[src/rtl/serial_subtractor.sv]
// Bit-serial unsigned subtractor: captures A/B, computes A-B LSB-first one bit per clock,
// and returns the difference and final borrow over a valid/ready handshake.
module serial_subtractor #(
  parameter int WIDTH = 8
) (
  input  logic             clk,
  input  logic             rst,
  input  logic             in_valid,
  output logic             in_ready,
  input  logic [WIDTH-1:0] a,
  input  logic [WIDTH-1:0] b,
  output logic             out_valid,
  input  logic             out_ready,
  output logic [WIDTH-1:0] diff,
  output logic             borrow
);
  localparam int CW = $clog2(WIDTH) + 1;
  localparam logic [CW-1:0] LAST = CW'(WIDTH - 1);

  typedef enum logic [1:0] {IDLE = 2'd0, RUN = 2'd1, DONE = 2'd2} state_t;

  state_t           state_q;
  logic [WIDTH-1:0] a_q;
  logic [WIDTH-1:0] b_q;
  logic [WIDTH-1:0] res_q;
  logic [WIDTH-1:0] diff_q;
  logic             br_q;
  logic             borrow_q;
  logic             in_ready_q;
  logic             out_valid_q;
  logic [CW-1:0]    cnt_q;

  logic             d_bit_d;
  logic             br_d;
  logic [WIDTH-1:0] res_d;

  assign d_bit_d = a_q[0] ^ b_q[0] ^ br_q;
  assign br_d    = (~a_q[0] & b_q[0]) | (~(a_q[0] ^ b_q[0]) & br_q);
  // New bit enters at the MSB so the LSB-first result is in place after WIDTH steps
  assign res_d   = (res_q >> 1) | (WIDTH'(d_bit_d) << (WIDTH - 1));

  // Control FSM, operand shifters and registered handshake/result outputs
  always_ff @(posedge clk) begin
    if (rst) begin
      state_q     <= IDLE;
      a_q         <= '0;
      b_q         <= '0;
      res_q       <= '0;
      diff_q      <= '0;
      br_q        <= 1'b0;
      borrow_q    <= 1'b0;
      cnt_q       <= '0;
      in_ready_q  <= 1'b1;
      out_valid_q <= 1'b0;
    end else begin
      case (state_q)
        IDLE: begin
          if (in_valid) begin
            a_q        <= a;
            b_q        <= b;
            br_q       <= 1'b0;
            cnt_q      <= '0;
            in_ready_q <= 1'b0;
            state_q    <= RUN;
          end else begin
            in_ready_q <= 1'b1;
          end
        end
        RUN: begin
          a_q   <= a_q >> 1;
          b_q   <= b_q >> 1;
          res_q <= res_d;
          br_q  <= br_d;
          cnt_q <= cnt_q + CW'(1);
          if (cnt_q == LAST) begin
            diff_q      <= res_d;
            borrow_q    <= br_d;
            out_valid_q <= 1'b1;
            state_q     <= DONE;
          end else begin
            state_q <= RUN;
          end
        end
        DONE: begin
          if (out_ready) begin
            out_valid_q <= 1'b0;
            in_ready_q  <= 1'b1;
            state_q     <= IDLE;
          end else begin
            state_q <= DONE;
          end
        end
        default: begin
          out_valid_q <= 1'b0;
          in_ready_q  <= 1'b1;
          state_q     <= IDLE;
        end
      endcase
    end
  end

  assign in_ready  = in_ready_q;
  assign out_valid = out_valid_q;
  assign diff      = diff_q;
  assign borrow    = borrow_q;

endmodule

[config.mk]
export PLATFORM = sky130hd
export DESIGN_NAME = serial_subtractor
export DESIGN_NICKNAME = d
export VERILOG_FILES = /design/src/rtl/serial_subtractor.sv
export SDC_FILE = /design/constraint.sdc
export NUM_CORES = 1
export LEC_CHECK = 0
export CORE_ASPECT_RATIO = 0.75
export CORE_MARGIN = 2
export CORE_UTILIZATION = 55
export CTS_CLUSTER_SIZE = 30
export DETAILED_ROUTE_END_ITERATION = 16
export PLACE_DENSITY = 0.83
export SLEW_MARGIN = 10
export SYNTH_ARGS = -nofsm -noshare
export SYNTH_HDL_FRONTEND = slang
export SYNTH_SLANG_ARGS = --single-unit
[constraint.sdc]
create_clock -name clk -period 2.1 [get_ports clk]
set_input_delay 0.42 -clock clk [delete_from_list [all_inputs] [get_ports clk]]
set_output_delay 0.42 -clock clk [all_outputs]
set_load 0.01 [all_outputs]
==> impl_metrics.ini <==
[clock_tree]
cts_resized = 0
cts_root_buf = clkbuf_8
cts_hold_buf = 0
clk_pin_slew_ns = 0.08
cts_buffers = 5
postCtsSetupBuffers = 0
cts_tree = built
ctsLongestPathBuffers = 2
h-tree-depth = 2
cts.sinks = 41
clk_latency_ns = 0.30

[synth]
ys_warn_count = 0
async_reset_ff_share_pct = 0
synth_top_area_share_pct = 45.9
syn_area_sq_um = 1790
synthDistinctLibCells = 36
synth-main-ff-cell = dfxtp_1
synth_edf_count = 0
syn_avg_cell_area_sq_um = 9.18
syn_nets = 217
synth-seq-cells = 41
synth.area.top_cells = dfxtp_1 46%, a21oi_1 7.0%, o2bb2ai_1 4.9%, o21ai_0 4.2%, nand2_1 4.0%
syn_inst = 195
synth_area_leader_cell = dfxtp_1
synth.yosys.seq_area_share_pct = 45.9

[timing]
clock_skew_ns = 0.00776
drv_slew = 0
max-slew-margin-rel_pct = 63.0
fin_crit_ns = 1.61
finalSetupViolCount = 0
clock.fmax_mhz = 621
fin_tns_setup_ns = 0
timing.final.crit_share_pct = 76.7
worst_slew_pin_slew_ns = 0.554
finalHoldViolCount = 0
rsz0062_at_grt = false
setup_slack_ns = 0.490

[drt]
antenna_left = 0
vias = 1577
drt-initial-drc-count = 194
wl_per_cell_um = 16.0
routed_wl_um = 4150
drc = 0
drt-pass1-iter-count = 4
avgViaCountPerCell = 6.07

[grt]
grt-ovfl-total = 0
met1_usage_pct = 32.4
met3_usage_pct = 7.24
grt_max_degree = 27
met2_usage_pct = 40.0
grt_pass1_vias = 1454
antenna_found_initial = 0
grt_use_total_pct = 24.9
busiest_layer = met2
grt_pass1_wl_um = 6990

[layout]
nNetsFinal = 243
finalNonFillerCells = 260
drive_above_1_share_pct = 9.01
diodes = 0
fill_cells = 218
final_util_pct = 73.0
mostFrequentLayoutCell = dfxtp_1
area_delta_synth_final_pct = 23.3
layout_common_cells = 41 x dfxtp_1, 30 x clkdlybuf4s50_1, 25 x a21oi_1

[die]
die_width_um = 69.9
core_sq_um = 3020
die_y_um = 53.4
io_pins = 31
die_area_sq_um = 3730
initial_core_util_pct = 59.2
rows = 17

[critical_path]
path_class = flip-flop to primary output
critPathBufInv = 1
critPathTopFamily = buffers and inverters
r2r_start = cnt_q[0]
reg2reg_slack_ns = 0.60
cp.arrival_ns = 1.19
cpMaxStageDelayCell = clkdlybuf4s50_1
endpoint_kind = primary output
worstReg2RegEnd = diff[2]
cp_max_fo = 2
rr_worst_depth = 4
crit_chain = clkdlybuf4s50_1
crit_required_ns = 1.68
crit_path_start_kind = flip-flop
critical-path-max-stage-delay_ns = 0.54

[placement]
dp_hpwl_um = 2830
io_buffers = 30
placed_cells = 252
gp_congestion = 0.831
post-place-ws_ns = 0.387

[power]
p_int_uw = 1370
p_seq_share_pct = 47.2
cellLeakagePower_uw = 0.000811
power_density_nw_per_um2 = 803
netSwitchingFraction_pct = 22.5
ir_drop_mv = 0.591
p_total_uw = 1770
p_clk_share_pct = 42.4
combPwrFrac_pct = 10.3
p_switching_uw = 399

[hold_path]
min_to = res_q[1]
hold_class = flip-flop to flip-flop
min_from = res_q[1]
hold_path_depth = 2

[outcome]
outcome = complete, no violations

[run]
cap_viol_max_count = 0
==> flip-flops by register name, indices dropped and copies added (netlist names) <==
register and count:
res_q 7, b_q 8, br_q 1, diff 8
a_q 8, cnt_q 4, in_ready 1, borrow 1
state_q 2, out_valid 1
==> cell usage after synthesis (all sizes together) (2+ instances only) <==
| master | n |
|---|---|
| nor2 | 14 |
| nor2b | 4 |
| nand2b | 3 |
| buf | 13 |
| nor4b | 8 |
| nand2 | 19 |
| inv | 5 |
| o21ai | 15 |
| dfxtp | 41 |
| a21oi | 25 |
| clkbuf | 4 |
| o22ai | 6 |
| a31o | 8 |
| o2bb2ai | 10 |
| nand3 | 2 |
| nor3 | 2 |
==> metrics by stage <==
| stage | hold slack, ns | instance area, sq um |
|---|---|---|
| after global placement | 0.442 | 2070 |
| after CTS | 0.471 | 2210 |
| final | 0.475 | 2210 |
| after floorplan | 0.432 | 1790 |
| after global routing | 0.499 | 2210 |
| after detailed placement | 0.458 | 2070 |
==> worst max-delay path by stage <==
stage / from / to / depth (start not counted)
after detailed placement: in_valid / b_q[0] / 5
after global placement: in_valid / cnt_q[2] / 4
after floorplan: cnt_q[0] / diff[5] / 5
after global routing: borrow / borrow / 1
final: diff[4] / diff[4] / 1
after CTS: diff[4] / diff[4] / 1
==> worst min-delay path, delay by kind of cell (launching register included) <==
family | cells | cell delay, ns
and+or+nand+nor | 1 | 0.06
AOI/OAI and AO/OA | 1 | 0.06
DFF | 1 | 0.32
==> cell type report <==
cell class | count | area [sq um] | area share [%]
well taps | 38 | 47.5 | 2.16
clock inverters | 3 | 65.1 | 2.95
inverters | 5 | 18.8 | 0.851
multi-input cells | 132 | 840 | 38.1
clock buffers | 5 | 68.8 | 3.12
flip-flops and latches | 41 | 821 | 37.2
repair buffers | 36 | 345 | 15.7
==> power by group through the flow <==
stage          Combinational, uW  Sequential, uW  Clock, uW
5_1_grt                      204             840        795
3_5_place_dp                 179             853          0
6_report                     183             837        752
4_1_cts                      181             836        758
3_3_place_gp                 172             851          0
2_1_floorplan                117             847          0
==> kinds of logic after synthesis <==
kind of cell | after synthesis | synth area share [%]
adder cells (fa/ha/maj) | 2 | 1.82
buffers and inverters | 22 | 7.20
flip-flops | 41 | 45.9
AND/OR/NAND/NOR | 55 | 18.0
AO/OA/AOI/OAI | 75 | 27.1
==> per-layer routing <==
layer,part of all wire (%),up-vias,wire [um]
met1,45,755,1850
li1,-,759,-
met3,6.5,8,270
met4,1.8,0,73
met5,0,-,0
met2,47,55,1960
Power figures use the tool's default switching activity.
